===== src/rtl/t05_serial_rx_fifo.sv =====
// t05 serial receive path: deserialises miso into DATA_W-bit words and buffers them in an FWFT FIFO.
// Define T05_SERIAL_RX_PARITY_EN to append and check one even-parity bit per word.
module t05_serial_rx_fifo #(
  parameter int unsigned DATA_W       = 8,
  parameter int unsigned CLKS_PER_BIT = 3,
  parameter int unsigned DEPTH        = 4,
  parameter int unsigned FRAME_W      = 8
) (
  input  logic                   hwclk,
  input  logic                   nrst,
  input  logic                   start,
  input  logic                   stop,
  input  logic                   lsb_first,
  input  logic [FRAME_W-1:0]     frames,
  input  logic                   miso,
  input  logic                   rd_en,
  output logic [DATA_W-1:0]      rd_data,
  output logic                   rd_valid,
  output logic [$clog2(DEPTH):0] count,
  output logic                   busy,
  output logic                   frame_done,
  output logic                   overflow,
  output logic                   parity_err
);
  localparam int unsigned HALF = CLKS_PER_BIT / 2;
`ifdef T05_SERIAL_RX_PARITY_EN
  localparam int unsigned FRAME_BITS = DATA_W + 1;
`else
  localparam int unsigned FRAME_BITS = DATA_W;
`endif
  localparam int unsigned TW = $clog2(CLKS_PER_BIT);
  localparam int unsigned BW = $clog2(FRAME_BITS + 1);
  localparam int unsigned AW = $clog2(DEPTH);
  localparam int unsigned CW = AW + 1;

  typedef enum logic [1:0] {IDLE, SHIFT, FINISH} state_e;

  state_e             state_q, state_d;
  logic [TW-1:0]      tick_q, tick_d;
  logic [BW-1:0]      bit_q, bit_d;
  logic [DATA_W-1:0]  sr_q, sr_d, sr_shift, wdata;
  logic               lsb_q, lsb_d, cont_q, cont_d;
  logic [FRAME_W-1:0] remain_q, remain_d;
  logic               busy_q, busy_d, fdone_q, fdone_d, ovf_q, ovf_d;
  logic               clr_flags, push, sample, wrap, last_bit;
`ifdef T05_SERIAL_RX_PARITY_EN
  logic               perr_q, perr_d, perr_set;
`endif

  logic [DATA_W-1:0]  mem_q [DEPTH];
  logic [DATA_W-1:0]  mem_d [DEPTH];
  logic [AW-1:0]      wr_ptr_q, wr_ptr_d, rd_ptr_q, rd_ptr_d;
  logic [CW-1:0]      cnt_q, cnt_d;
  logic [DATA_W-1:0]  rdata_q, rdata_d;
  logic               rv_q, rv_d, pop, full, push_ok;

  assign sample   = (tick_q == TW'(HALF));
  assign wrap     = (tick_q == TW'(CLKS_PER_BIT - 1));
  assign last_bit = (bit_q == BW'(FRAME_BITS - 1));
  assign sr_shift = lsb_q ? {miso, sr_q[DATA_W-1:1]} : {sr_q[DATA_W-2:0], miso};

  // Burst sequencing, bit timing and word assembly
  always_comb begin
    state_d   = state_q;
    tick_d    = tick_q;
    bit_d     = bit_q;
    sr_d      = sr_q;
    lsb_d     = lsb_q;
    cont_d    = cont_q;
    remain_d  = remain_q;
    fdone_d   = 1'b0;
    clr_flags = 1'b0;
    push      = 1'b0;
    wdata     = sr_shift;
`ifdef T05_SERIAL_RX_PARITY_EN
    perr_set  = 1'b0;
`endif
    case (state_q)
      IDLE: begin
        if (start) begin
          state_d   = SHIFT;
          lsb_d     = lsb_first;
          remain_d  = frames;
          cont_d    = (frames == '0);
          tick_d    = '0;
          bit_d     = '0;
          clr_flags = 1'b1;
        end
      end
      SHIFT: begin
        if (stop) begin
          state_d = IDLE;
        end else begin
          tick_d = wrap ? '0 : tick_q + TW'(1);
          if (wrap) bit_d = last_bit ? '0 : bit_q + BW'(1);
          if (sample) begin
`ifdef T05_SERIAL_RX_PARITY_EN
            if (bit_q < BW'(DATA_W)) sr_d = sr_shift;
`else
            sr_d = sr_shift;
`endif
            if (last_bit) begin
              fdone_d = 1'b1;
`ifdef T05_SERIAL_RX_PARITY_EN
              // Parity bit is the final sample; data already sits complete in sr_q
              wdata = sr_q;
              if ((^sr_q) == miso) push = 1'b1;
              else                 perr_set = 1'b1;
`else
              push = 1'b1;
`endif
              if (!cont_q) begin
                remain_d = remain_q - FRAME_W'(1);
                if (remain_q == FRAME_W'(1)) state_d = wrap ? IDLE : FINISH;
              end
            end
          end
        end
      end
      FINISH: begin
        if (stop || wrap) begin
          state_d = IDLE;
          tick_d  = '0;
        end else begin
          tick_d = tick_q + TW'(1);
        end
      end
      default: state_d = IDLE;
    endcase
    busy_d = (state_d != IDLE);
  end

  // FWFT FIFO; a pop frees a slot for a same-cycle push when full
  always_comb begin
    pop      = rd_en && rv_q;
    full     = (cnt_q == CW'(DEPTH));
    push_ok  = push && (!full || pop);
    ovf_d    = clr_flags ? 1'b0 : (ovf_q || (push && full && !pop));
    mem_d    = mem_q;
    wr_ptr_d = wr_ptr_q;
    rd_ptr_d = rd_ptr_q;
    cnt_d    = cnt_q;
    if (push_ok) begin
      mem_d[wr_ptr_q] = wdata;
      wr_ptr_d        = wr_ptr_q + AW'(1);
      cnt_d           = cnt_d + CW'(1);
    end
    if (pop) begin
      rd_ptr_d = rd_ptr_q + AW'(1);
      cnt_d    = cnt_d - CW'(1);
    end
    rv_d    = (cnt_d != '0);
    rdata_d = rv_d ? mem_d[rd_ptr_d] : '0;
`ifdef T05_SERIAL_RX_PARITY_EN
    perr_d  = clr_flags ? 1'b0 : (perr_q || perr_set);
`endif
  end

  always_ff @(posedge hwclk) begin
    if (!nrst) begin
      state_q  <= IDLE;
      tick_q   <= '0;
      bit_q    <= '0;
      sr_q     <= '0;
      lsb_q    <= 1'b0;
      cont_q   <= 1'b0;
      remain_q <= '0;
      busy_q   <= 1'b0;
      fdone_q  <= 1'b0;
      ovf_q    <= 1'b0;
      wr_ptr_q <= '0;
      rd_ptr_q <= '0;
      cnt_q    <= '0;
      rv_q     <= 1'b0;
      rdata_q  <= '0;
`ifdef T05_SERIAL_RX_PARITY_EN
      perr_q   <= 1'b0;
`endif
    end else begin
      state_q  <= state_d;
      tick_q   <= tick_d;
      bit_q    <= bit_d;
      sr_q     <= sr_d;
      lsb_q    <= lsb_d;
      cont_q   <= cont_d;
      remain_q <= remain_d;
      busy_q   <= busy_d;
      fdone_q  <= fdone_d;
      ovf_q    <= ovf_d;
      wr_ptr_q <= wr_ptr_d;
      rd_ptr_q <= rd_ptr_d;
      cnt_q    <= cnt_d;
      rv_q     <= rv_d;
      rdata_q  <= rdata_d;
`ifdef T05_SERIAL_RX_PARITY_EN
      perr_q   <= perr_d;
`endif
    end
  end

  // Storage needs no reset: reads are gated by occupancy
  always_ff @(posedge hwclk) begin
    mem_q <= mem_d;
  end

  assign rd_data    = rdata_q;
  assign rd_valid   = rv_q;
  assign count      = cnt_q;
  assign busy       = busy_q;
  assign frame_done = fdone_q;
  assign overflow   = ovf_q;
`ifdef T05_SERIAL_RX_PARITY_EN
  assign parity_err = perr_q;
`else
  assign parity_err = 1'b0;
`endif

endmodule


===== config.mk =====
export PLATFORM = sky130hd
export DESIGN_NAME = t05_serial_rx_fifo
export DESIGN_NICKNAME = d
export VERILOG_FILES = /design/src/rtl/t05_serial_rx_fifo.sv
export SDC_FILE = /design/constraint.sdc
export NUM_CORES = 1
export LEC_CHECK = 0
export ABC_AREA = 1
export BUFFER_PORTS_ARGS = -buffer_cell sky130_fd_sc_hd__buf_2
export CORE_MARGIN = 2
export CORE_UTILIZATION = 42
export DETAILED_ROUTE_END_ITERATION = 8
export PLACE_DENSITY = 0.57
export SLEW_MARGIN = 15
export SYNTH_ARGS = -nofsm -noshare
export SYNTH_HDL_FRONTEND = slang
export SYNTH_SLANG_ARGS = --single-unit

===== constraint.sdc =====
create_clock -name hwclk -period 2.78 [get_ports hwclk]
set_input_delay 0.417 -clock hwclk [delete_from_list [all_inputs] [get_ports hwclk]]
set_output_delay 0.417 -clock hwclk [all_outputs]
set_load 0.02 [all_outputs]

==> results by group <==
Power and ir drop
  – Power Dens Cells: between 500 and 600 nW/µm²
  – Peak supply drop: 0.242 mV
  – LEAKAGE: 2.45 nW

Synth
  – Post-synth ARST share: 0%
  – Post-Syn Area: 4270 µm²
  – FF+latch count, synth: 77
  – Predominant post-synthesis flop cell: dfxtp_1
  – Commonest cells post-synth: 250 x nand2_1, 77 x dfxtp_1, 68 x nand3_1
  – Mapped Cells: approximately 630
  – Cell with the most instances after synthesis: nand2_1
  – Avg Cell Area, Syn: 6.74 µm²
  – Share of the synthesized area in the top cell type: 36.1%
  – Number of synthesis warnings: 0
  – Number of enable flip-flop cells after synthesis: 0
  – Mapped Nets: 667
  – Yosys cell types: 36
  – Synth area leader: dfxtp_1
  – Sequential area share after synthesis: 36.1%
  – Synth area leaders: dfxtp_1 36%, nand2_1 22%, nand3_1 8.0%

Final layout
  – Fin area: 4700 µm²
  – Ant. Diodes: 0
  – Layout cell share with drive strength beyond 1: 13.0%
  – Area delta synth->final: 10.1%
  – Final net count: 691
  – Non-Filler Instances: slightly below 800

CTS
  – CTS tree: built
  – Inserted Clock Buffers: 9
  – Post_cts resized: 0
  – H-tree levels: 3
  – Hold buffers post-CTS: 0
  – Clock Sink Count: 77
  – Worst-Skew Late Latency: 0.35 ns
  – Clk pin slew, worst setup/hold paths: 0.09 ns
  – Post-CTS Setup Inserts: 0
  – Clock Tree Root: clkbuf_8
  – Max clock buf depth: 2

Hold path
  – WHS Path Cells: 3
  – Hold/Removal Path Class: input pin to register
  – Worst hold endpoint: remain_q[1]$_SDFFE_PN0P_
  – HP Start: frames[1]

Global route
  – Gr usage total: 18.7%
  – GRT overflow: 0
  – Antenna violations before repair: 0
  – Wire length of the first global-routing pass: between 15 and 20 mm
  – Pin count of the biggest net entering global routing: 37
  – Vias in the first global route: 3,579

Worst setup path
  – Top fanout value on the critical path: 9
  – Arrival time at the worst endpoint: 2.62 ns
  – Register-to-Register Path Depth: 15
  – CP Class: register to register
  – Worst Path Required: approximately 3.0 ns
  – Cells along the critical path: inv_1 > ha_1 > nand3_1 > nor2_1 > nand3_1 > and2_1 > ha_1 > nand2_1 > nand2_1 > nand2_1 > nand3_1 > nand3_2 > nand3_4 > nand2_1 > inv_1
  – Worst reg2reg startpoint: state_q[1]$_SDFF_PN0_
  – Largest stage delay on the critical path: 0.36 ns
  – Worst path most repeated cell: nand2_1
  – Reg2Reg Capture Point: rd_data[6]$_SDFF_PN0_
  – R2R Setup Slk: 0.42 ns
  – Worst path slowest cell: dfxtp_1
  – Critical Path Source Type: register
  – Crit. End Element: register

Timing
  – Final Cycle Share: 84.9%
  – Layout Skew: 0.0121 ns
  – Final count of negative-setup-slack endpoints: 0
  – Crit path time final: between 2 and 2.5 ns
  – Setup TNS: 0 ns
  – Final Hold Viols: 0
  – Slew HR: between 50% and 60%
  – Pins Over Slew Limit: 0
  – RSZ-0062 raised after global routing: no
  – Fmax achieved: 424 MHz
  – Least-Margin Pin Slew: around 0.61 ns

Placement
  – Final HPWL DP: 7.06 mm
  – Inst Count DP: 779
  – Dpl cell area: 4460 µm²
  – PortBufs: 29
  – Gpl congestion: 0.841

Die
  – Die height: about 100 µm
  – Die area: 11,000 µm²
  – Rows: 36
  – Io pins: 31
  – Die X: 105 µm
  – Core ar.: 9820 µm²
  – Initial Utilization: a little over two fifths

Drt
  – Drt initial violations: 261
  – Vias: just under 4,000
  – WL final: between 9 and 10 mm
  – Avg Vias per Cell: 4.95
  – Antenna Nets Post-Route: 0
  – DRT Pass-1 Iters: 6
  – Routed length per instance: 12.4 µm
  – DRC Markers: 0

Status
  – Status: finished, final reports clean

Run
  – Max-Cap Viols: 0
[cells in the final DEF, fill, tap and decap left out, drive strengths merged, types with 10 or more instances in the layout]
cell      n
buf      35
nand2   274
nand3    72
o21ai    33
inv      60
ha       19
nor2     26
dfxtp    77
clkbuf   10
a21oi    25
[report_power, final]
group | leakage, nW | switching [W] | internal [W]
clock network | 0.116 | 0.000431 | 0.000597
registers | 0.622 | 0.0000198 | 0.00112
logic | 1.71 | 0.000155 | 0.0000750
[routing by layer]
| metal | vias up | GRT usage (%) | routed length (µm) |
|---|---|---|---|
| li1 | 2050 | - | - |
| met4 | 0 | 6.10 | 119 |
| met5 | - | 0 | 0 |
| met1 | 1793 | 26.8 | 5030 |
| met3 | 11 | 2.31 | 380 |
| met2 | 82 | 29.0 | 4330 |
[logic make-up (layout without fill, tap and decap cells)]
logic type | count (synthesis) | count (layout) | synth area share, %
buffers and inverters | 83 | 112 | 9.24
adder cells (fa/ha/maj) | 19 | 19 | 5.57
AND/OR/NAND/NOR | 384 | 384 | 39.8
other | 1 | 1 | 0.0879
AO/OA/AOI/OAI | 66 | 66 | 8.13
XOR/XNOR | 3 | 3 | 1.06
flip-flops | 77 | 77 | 36.1
[through the flow]
step	power, W	worst slack, ns	utilization, %	hold slack, ns
floorplan	0.00134	0.598	-	0.426
global placement	0.00140	0.505	45.4	0.441
detailed placement	0.00140	0.413	45.4	0.442
CTS	0.00243	0.396	47.8	0.322
global route	0.00252	0.110	47.8	0.372
finish	0.00240	0.420	47.8	0.346
[area by class of cell]
class | instances | area [µm²]
sequential | 77 | 1540
fill | 1043 | 5120
timing repair buffer | 35 | 190
inverter | 61 | 229
clock buffer | 10 | 128
clock inverter | 6 | 111
tap | 133 | 166
multi-input combinational | 473 | 2330
[worst max-delay path by stage]
stage | start | cells after the start | slack, ns | endpoint
detailed placement | state_q[1]$_SDFF_PN0_ | 15 | 0.41 | rd_data[6]$_SDFF_PN0_
global placement | state_q[1]$_SDFF_PN0_ | 15 | 0.50 | rd_data[6]$_SDFF_PN0_
floorplan | count[0]$_SDFF_PN0_ | 15 | 0.60 | rd_data[0]$_SDFF_PN0_
CTS | state_q[1]$_SDFF_PN0_ | 15 | 0.40 | rd_data[4]$_SDFF_PN0_
global route | state_q[1]$_SDFF_PN0_ | 15 | 0.11 | rd_data[0]$_SDFF_PN0_
finish | state_q[1]$_SDFF_PN0_ | 15 | 0.42 | rd_data[6]$_SDFF_PN0_
[sequential cells by signal, indices dropped and copies added (netlist names), 3 cells and up]
signal	cells
mem_q	32
rd_data	8
remain_q	8
sr_q	8
bit_q	4
count	3
[worst max-delay path: cells and delay by family, from the launching register on]
| kind | cells | cell delay [ns] |
|---|---|---|
| buf+inv | 2 | 0.15 |
| flops | 1 | 0.36 |
| simple gates | 11 | 1.31 |
| fa+ha+maj | 2 | 0.44 |
Note: power is estimated with default switching activity, not from simulation.
